==> src/rtl/timer_pkg.sv <==
// Shared constants for the APB timer: register offsets, compare reset value
// and the largest accepted prescaler exponent.
package timer_pkg;

  localparam logic [31:0] TCR_OFS   = 32'h00;
  localparam logic [31:0] TDR0_OFS  = 32'h04;
  localparam logic [31:0] TDR1_OFS  = 32'h08;
  localparam logic [31:0] TCMP0_OFS = 32'h0C;
  localparam logic [31:0] TCMP1_OFS = 32'h10;
  localparam logic [31:0] TIER_OFS  = 32'h14;
  localparam logic [31:0] TISR_OFS  = 32'h18;

  localparam logic [63:0] CMP_RST = 64'hFFFF_FFFF_FFFF_FFFF;

  localparam int DIV_MAX = 8;

endpackage

==> src/rtl/timer_prescaler.sv <==
// Clock prescaler: produces a one-cycle tick every 2^div_val cycles while
// the timer runs, or every cycle when the prescaler is bypassed.
module timer_prescaler
  import timer_pkg::*;
#(
  parameter int DIV_MAX = timer_pkg::DIV_MAX
) (
  input  logic       clk,
  input  logic       rst_n,
  input  logic       timer_en,
  input  logic       div_en,
  input  logic [3:0] div_val,
  output logic       tick
);

  localparam logic [3:0] DIV_LIM = 4'(DIV_MAX);

  logic [7:0] div_cnt;
  logic [3:0] div_val_q;
  logic       div_en_q;
  logic [3:0] div_exp;
  logic [7:0] div_term;
  logic       cfg_change;

  always_comb begin
    div_exp    = (div_val > DIV_LIM) ? DIV_LIM : div_val;
    div_term   = 8'((9'd1 << div_exp) - 9'd1);
    cfg_change = (div_val != div_val_q) || (div_en != div_en_q);
    tick       = timer_en && (!div_en || (div_cnt == div_term));
  end

  // A configuration change restarts the divide period so a shrinking
  // exponent never leaves div_cnt stranded above the new terminal count.
  always_ff @(posedge clk or negedge rst_n) begin
    if (!rst_n) begin
      div_cnt   <= 8'd0;
      div_val_q <= 4'd0;
      div_en_q  <= 1'b0;
    end else begin
      div_val_q <= div_val;
      div_en_q  <= div_en;
      if (!timer_en || !div_en || cfg_change || tick)
        div_cnt <= 8'd0;
      else
        div_cnt <= div_cnt + 8'd1;
    end
  end

endmodule

==> src/rtl/timer_counter.sv <==
// Timer counting core: 64-bit counter, 64-bit compare, and the sticky
// compare interrupt with its enable, all exported for the bus read mux.
module timer_counter
  import timer_pkg::*;
#(
  parameter logic [31:0] BASE_ADDR = 32'h2000_0000,
  parameter int          DIV_MAX   = timer_pkg::DIV_MAX
) (
  input  logic        clk,
  input  logic        rst_n,
  input  logic [31:0] addr,
  input  logic        wr_en,
  input  logic [31:0] wdata,
  input  logic        timer_en,
  input  logic        div_en,
  input  logic [3:0]  div_val,
  output logic [31:0] tdr0,
  output logic [31:0] tdr1,
  output logic [31:0] tcmp0,
  output logic [31:0] tcmp1,
  output logic [31:0] tier,
  output logic [31:0] tisr,
  output logic        tim_int
);

  logic        tick;
  logic [63:0] cnt;
  logic [63:0] cnt_next;
  logic [63:0] cmp;
  logic        int_en;
  logic        int_st;
  logic        match;
  logic        wr_tdr0, wr_tdr1, wr_tcmp0, wr_tcmp1, wr_tier, wr_tisr;

  timer_prescaler #(
    .DIV_MAX(DIV_MAX)
  ) u_prescaler (
    .clk     (clk),
    .rst_n   (rst_n),
    .timer_en(timer_en),
    .div_en  (div_en),
    .div_val (div_val),
    .tick    (tick)
  );

  always_comb begin
    wr_tdr0  = wr_en && (addr == BASE_ADDR + TDR0_OFS);
    wr_tdr1  = wr_en && (addr == BASE_ADDR + TDR1_OFS);
    wr_tcmp0 = wr_en && (addr == BASE_ADDR + TCMP0_OFS);
    wr_tcmp1 = wr_en && (addr == BASE_ADDR + TCMP1_OFS);
    wr_tier  = wr_en && (addr == BASE_ADDR + TIER_OFS);
    wr_tisr  = wr_en && (addr == BASE_ADDR + TISR_OFS);
    match    = (cnt == cmp);
  end

  // A bus write to either half suppresses that cycle's increment entirely.
  always_comb begin
    cnt_next = cnt;
    if (wr_tdr0)
      cnt_next[31:0] = wdata;
    else if (wr_tdr1)
      cnt_next[63:32] = wdata;
    else if (tick)
      cnt_next = cnt + 64'd1;
  end

  always_ff @(posedge clk or negedge rst_n) begin
    if (!rst_n) begin
      cnt    <= 64'd0;
      cmp    <= CMP_RST;
      int_en <= 1'b0;
      int_st <= 1'b0;
    end else begin
      cnt <= cnt_next;
      if (wr_tcmp0) cmp[31:0]  <= wdata;
      if (wr_tcmp1) cmp[63:32] <= wdata;
      if (wr_tier)  int_en     <= wdata[0];
      // Set has priority so a match coinciding with a clear is never lost.
      if (match)
        int_st <= 1'b1;
      else if (wr_tisr && wdata[0])
        int_st <= 1'b0;
    end
  end

  assign tdr0    = cnt[31:0];
  assign tdr1    = cnt[63:32];
  assign tcmp0   = cmp[31:0];
  assign tcmp1   = cmp[63:32];
  assign tier    = {31'h0, int_en};
  assign tisr    = {31'h0, int_st};
  assign tim_int = int_en & int_st;

endmodule

==> config.mk <==
export PLATFORM = sky130hd
export DESIGN_NAME = timer_counter
export DESIGN_NICKNAME = d
export VERILOG_FILES = /design/src/rtl/timer_pkg.sv /design/src/rtl/timer_prescaler.sv /design/src/rtl/timer_counter.sv
export SDC_FILE = /design/constraint.sdc
export NUM_CORES = 1
export LEC_CHECK = 0
export ABC_AREA = 1
export CORE_ASPECT_RATIO = 1.25
export CORE_MARGIN = 8
export CORE_UTILIZATION = 50
export CTS_CLUSTER_DIAMETER = 150
export CTS_CLUSTER_SIZE = 12
export DETAILED_ROUTE_END_ITERATION = 8
export PLACE_DENSITY = 0.82
export SLEW_MARGIN = 20
export SYNTH_ARGS = -nofsm -noshare
export SYNTH_HDL_FRONTEND = slang
export SYNTH_SLANG_ARGS = --single-unit
==> constraint.sdc <==
create_clock -name clk -period 2.5 [get_ports clk]
set_clock_uncertainty 0.1 [all_clocks]
set_input_delay 0.5 -clock clk [delete_from_list [all_inputs] [get_ports clk]]
set_output_delay 0.5 -clock clk [all_outputs]
set_load 0.005 [all_outputs]
Yosys cells after proc, flatten, opt, wreduce, memory -nomap -nowiden
Index checks and enable logic that the tools add are counted.
W data, S select, Z words.
Operators by class
  multiplexer cells: 8
  equal/unequal tests: 11
  shift-type cells: 1
  magnitude comparators: 1
  reductions and logical operators: 20
  add/sub/neg operators: 3
  bitwise operators: 2
Operators with widths (number)
  $eq A32 B30 Y1 const B: 6
  $mux W32: 3
  $add A64 B1 Y64 const B: 1
  $eq A64 B64 Y1: 1
  $mux W64: 1
  $add A8 B1 Y8 const B: 1
  $eq A8 B8 Y1: 1
  $logic_and A1 B1 Y1: 8
  $mux W8: 1
  $shl A1 B4 Y8 const A: 1
  $sub A8 B1 Y8 const B: 1
  $reduce_bool A2 Y1: 3
  $logic_or A1 B1 Y1: 5
  $gt A4 B4 Y1 const B: 1
  $mux W4: 1
  $ne A4 B4 Y1: 1
  $reduce_and A2 Y1: 2
  $logic_not A1 Y1: 2
  $mux W1: 2
  $ne A2 B2 Y1 const B: 1
  $and A1 B1 Y1: 1
  $ne A1 B1 Y1: 1
  $not A1 Y1: 1
Word-level totals
  input port bits: 73
  register bits: 143
  logic and storage cells: 55

Depth between registers and ports, before layout
  depth after elaboration: 10
  depth in mapped cells: 18
  gate-level depth less buffers: 17

By module
Synthesis repeated with hierarchy kept, for this count alone.
Unflattened totals
  cells, all modules: 1500
  area, all modules: 10058.4 µm²
Modules (own cells, without submodules)
  timer_counter: instances 1, cells an instance 1390, area an instance 9198.8 µm²
  timer_prescaler: instances 1, cells an instance 110, area an instance 859.6 µm²

Worst setup path before layout
No wires, ideal clock.
  path kind: input port to flip-flop
  start point: in div_val[1]
  end point: reg cnt[37]
  data required time: 2.283 ns
  arrival: 2.022 ns
  stages: 17
  path slack: 0.261 ns
  path through: nor2_1 > nand2_1 > ha_1 > inv_1 > nand2_1 > nand2_1 > nor2_1 > nand3_1 > nor2_1 > nand3_1 > nand2_1 > nand2_2 > nand2_4 > nand2_2 > buf_4 > nand2_1 > nand2_1
Between the ends
  cells in the longest elaborated chain, start to end: 9
Ends and longest elaborated chain
  start: declaration: line timer_counter.sv:16  | input logic [3:0] div_val,
  $gt A4 B4 Y1: line timer_prescaler.sv:26  | div_exp = (div_val > DIV_LIM) ? DIV_LIM : div_val;
  $mux W4 *: line timer_prescaler.sv:26
  $shl A1 B4 Y8 *: line timer_prescaler.sv:27  | div_term = 8'((9'd1 << div_exp) - 9'd1);
  $sub A8 B1 Y8 *: line timer_prescaler.sv:27
  $eq A8 B8 Y1 *: line timer_prescaler.sv:29  | tick = timer_en && (!div_en || (div_cnt == div_term));
  $logic_or A1 B1 Y1 *: line timer_prescaler.sv:29
  $logic_and A1 B1 Y1 *: line timer_prescaler.sv:29
  $reduce_bool A2 Y1 (no source line) *
  $reduce_and A2 Y1 (no source line) *
  end signal: assignment: line timer_counter.sv:74  | cnt <= cnt_next;
  end: declaration: line timer_counter.sv:27  | logic [63:0] cnt;
Every way passes the cells marked *; elsewhere a longest branch is shown, timed or not.
A chain may end at the register's enable or synchronous reset.

Worst setup path after layout
  start point: reg cnt[1]
  end point: reg cnt[60]
Between the ends
  cells in the longest elaborated chain, start to end: 3
Ends and longest elaborated chain
  $add A64 B1 Y64: line timer_counter.sv:64  | cnt_next = cnt + 64'd1;
  $mux W64: line timer_counter.sv:63  | else if (tick)
  $mux W32: line timer_counter.sv:61  | else if (wr_tdr1)
Every way passes these cells. The select of a mux whose other input is x is not followed.

==> results.sh <==
export IMPL_synth_main_ff_cell="sky130_fd_sc_hd__dfrtp_1"
export IMPL_layout_setup_ws_ns=0.1247
export IMPL_number_of_flops_mapped_to_enable_cells_by_yosys=0
export IMPL_synthesis_area_per_instance_um2=6.754
export IMPL_crit_type="reg2reg"
export IMPL_fp_dieW_um=142.2
export IMPL_start_util=0.5113
export IMPL_design_power_total_w=0.005625
export IMPL_net_switching_power_w=0.001629
export IMPL_chipHeight_um=173.8
export IMPL_tritoncts_num_sinks=143
export IMPL_totalNegativeSetupSlack_ns=0
export IMPL_fmax_mhz=421.0
export IMPL_fill_cells=1774
export IMPL_slew_limit_headroom=0.5411
export IMPL_route_vias_total=10540
export IMPL_cts_root_buffer="sky130_fd_sc_hd__clkbuf_16"
export IMPL_setup_viol=0
export IMPL_pwr_density_cell_mw_per_mm2=428.3
export IMPL_portBuffers=203
export IMPL_nets=1788
export IMPL_holdPathEnd="u_prescaler.div_val_q[0]$_DFF_PN0_"
export IMPL_die_area_mm2=0.02471
export IMPL_critical_path_endpoint_type="flop"
export IMPL_number_of_remaining_drc_errors=0
export IMPL_final_layout_size_suffix_gt1_frac=0.1107
export IMPL_power_frac_clock=0.454
export IMPL_cts_buffer_depth=2
export IMPL_dp_hpwl_mm=28.75
export IMPL_avgViaCountPerCell=5.295
export IMPL_worst_slew_pin_transition_ns=0.6710
export IMPL_hp_start="div_val[0]"
export IMPL_clk_transition_reported_paths_ns=0.07
export IMPL_boundaryPins=266
export IMPL_area_growth_synth_to_final_pct=31.92
export IMPL_outcome="finished clean"
export IMPL_detail_route_wirelength_mm=36.08
export IMPL_area_sequential_mm2=0.003659
export IMPL_placement_rows=57
export IMPL_slack_of_the_worst_reg_to_reg_path_ns=0.12
export IMPL_synth_yosys_warnings=0
export IMPL_synth_cells=1474
export IMPL_worstPathMaxFanout=7
export IMPL_maxSlewViolCount=0
export IMPL_clk_insertion_delay_late_ns=0.43
export IMPL_multi_input_comb_area_mm2=0.005450
export IMPL_rsz0062_at_grt="false"
export IMPL_antenna_found_initial=0
export IMPL_critical_path_data_arrival_time_ns=2.59
export IMPL_ant_nets=0
export IMPL_drt_iter0_markers=702
export IMPL_worst_vdd_drop_v=0.0004425
export IMPL_sequentialPowerShare=0.431
export IMPL_clock_tree_htree_level_count=4
export IMPL_post_synth_num_cell_types=34
export IMPL_p_int_w=0.003996
export IMPL_cp_data_required_time_ns=2.72
export IMPL_place_worst_setup_slack_ns=-0.4885
export IMPL_hold_ws_ns=0.2534
export IMPL_rr_startpoint="cnt[1]$_DFFE_PN0P_"
export IMPL_timing_rr_end="cnt[60]$_DFFE_PN0P_"
export IMPL_grt_start_max_net_pins=64
export IMPL_sequential_fraction_of_the_synthesis_area=0.3675
export IMPL_period_needed_ns=2.375
export IMPL_cap_viol_max_count=0
export IMPL_post_drt_wl_per_cell_um=18.13
export IMPL_via_count_of_the_first_global_routing_pass=10220
export IMPL_synth_ff_latch_count=143
export IMPL_global_route_wire_length_before_repair_mm=55.32
export IMPL_core_mm2=0.01947
export IMPL_hold_violation_total_from_the_final_report=0
export IMPL_share_of_flip_flops_with_an_asynchronous_set_or_reset=1.000
export IMPL_detailedRoute_firstPassIterationCount=7
export IMPL_final_util=0.6746
export IMPL_leakage_nw=5.768
export IMPL_final_period_utilization=0.9501
export IMPL_power_share_combinational=0.115
export IMPL_finalWeightedCongestion=1.006
export IMPL_worstHoldPathType="in2reg"
export IMPL_crit_path_start_kind="flop"
export IMPL_worstHoldPathCells=2
export IMPL_reg2regPathDepth=14
export IMPL_tritoncts_buffer_count=17
export IMPL_switching_share=0.2896
export IMPL_globalRoute_totalOverflow=0
export IMPL_antenna_cells=0
export IMPL_tritoncts="built"
export IMPL_post_synth_instance_area_mm2=0.009956
export IMPL_track_usage=0.2871
==> kinds of logic after synthesis <==
family	share of synthesized area
AOI/OAI and AO/OA	0.07151
adders and majority gates	0.003771
xor gates and xnor gates	0.08408
buffers and inverters	0.1106
and+or+nand+nor	0.3622
other	0.0003767
DFF	0.3675
==> layout by cell type, fill, tap and decap left out, drive strengths merged, types with 3 or more instances in the layout <==
cell type | netlist | routed
buf | 81 | 64
clkbuf | 28 | 18
clkdlybuf4s50 | 0 | 198
clkinv | 0 | 4
conb | 1 | 62
dfrtp | 79 | 79
dfstp | 64 | 64
dlymetal6s2s | 0 | 3
ha | 3 | 3
inv | 111 | 121
nand2 | 521 | 521
nand3 | 110 | 110
nand4 | 24 | 24
nor2 | 191 | 191
nor3 | 17 | 17
nor4 | 5 | 5
o2111ai | 6 | 6
o21ai | 126 | 126
or2 | 8 | 8
xnor2 | 60 | 60
xor2 | 33 | 33
==> synth_stat cells, drive strengths merged (3+ instances only) <==
cell type,number,area share
nand2,521,0.20
nor2,191,0.075
o21ai,126,0.063
inv,111,0.042
nand3,110,0.056
buf,81,0.058
dfrtp,79,0.20
dfstp,64,0.17
xnor2,60,0.053
xor2,33,0.029
clkbuf,28,0.011
nand4,24,0.015
nor3,17,0.0085
or2,8,0.0050
o2111ai,6,0.0053
nor4,5,0.0038
ha,3,0.0038
==> worst max-delay path, stage by stage, from the launching register on <==
cell and delay (ns):
sky130_fd_sc_hd__dfrtp_1 0.51, sky130_fd_sc_hd__ha_1 0.22, sky130_fd_sc_hd__inv_1 0.08, sky130_fd_sc_hd__nor2_4 0.19, sky130_fd_sc_hd__inv_1 0.11, sky130_fd_sc_hd__nor2_1 0.29
sky130_fd_sc_hd__nand2_1 0.20, sky130_fd_sc_hd__inv_1 0.11, sky130_fd_sc_hd__nand3_1 0.07, sky130_fd_sc_hd__nand2_1 0.08, sky130_fd_sc_hd__nand2_1 0.05, sky130_fd_sc_hd__nand2_1 0.05
sky130_fd_sc_hd__nand2_1 0.06, sky130_fd_sc_hd__nand3_1 0.08, sky130_fd_sc_hd__nand2_1 0.06
==> worst max-delay path by stage <==
stage	from	end	slack, ns	cells past startpoint
2_1_floorplan	div_val[1]	cnt[37]$_DFFE_PN0P_	0.26	17
3_3_place_gp	div_val[0]	cnt[40]$_DFFE_PN0P_	-0.42	19
3_5_place_dp	div_val[0]	cnt[47]$_DFFE_PN0P_	-0.49	19
4_1_cts	div_val[1]	cnt[52]$_DFFE_PN0P_	0.006	18
5_1_grt	cnt[1]$_DFFE_PN0P_	cnt[60]$_DFFE_PN0P_	0.02	14
6_report	cnt[1]$_DFFE_PN0P_	cnt[60]$_DFFE_PN0P_	0.12	14
==> metrics by stage <==
step,area [µm²],cells
after floorplan,10180,1535
after global placement,12490,1955
after detailed placement,12490,1955
after CTS,13090,1988
after global routing,13130,1990
final,13130,1990
==> power groups by stage <==
stage	Clock [W]	Sequential (W)	Combinational, W
CTS	0.00256	0.00242	0.000636
finish	0.00256	0.00242	0.000644
detailed placement	0	0.00246	0.000629
floorplan	0	0.00243	0.000350
global route	0.00267	0.00243	0.000709
global placement	0	0.00246	0.000617
==> area by class of cell <==
class | count | share of cell area
multi-input combinational | 1172 | 0.4150
sequential | 143 | 0.2786
timing repair buffer | 267 | 0.2047
clock buffer | 17 | 0.03239
inverter | 111 | 0.03172
tap | 265 | 0.02525
clock inverter | 15 | 0.01238
==> registers in the layout, indices dropped and copies added, names as in the netlist <==
| register | flops |
|---|---|
| u_prescaler.div_cnt | 8 |
| int_st | 1 |
| int_en | 1 |
| cmp | 64 |
| u_prescaler.div_en_q | 1 |
| cnt | 64 |
| u_prescaler.div_val_q | 4 |
==> timing repair <==
action	4_1_cts	5_1_grt
buffers inserted	0	2
resized for setup	2	12
endpoints found under the hold margin	27	0
pin swaps	1	6
endpoints found under the setup margin	34	71
hold buffers	1	0
==> metal layers <==
| layer | vias up | routed length (µm) | part of all wire | global-route usage |
|---|---|---|---|---|
| met5 | - | 0 | 0 | 0 |
| met4 | 0 | 1132 | 0.031 | 0.1171 |
| met3 | 63 | 2434 | 0.067 | 0.04795 |
| met2 | 467 | 18420 | 0.51 | 0.5118 |
| met1 | 4997 | 14100 | 0.39 | 0.3312 |
| li1 | 5011 | - | - | - |
No activity file was read; power rests on OpenSTA's default activity.
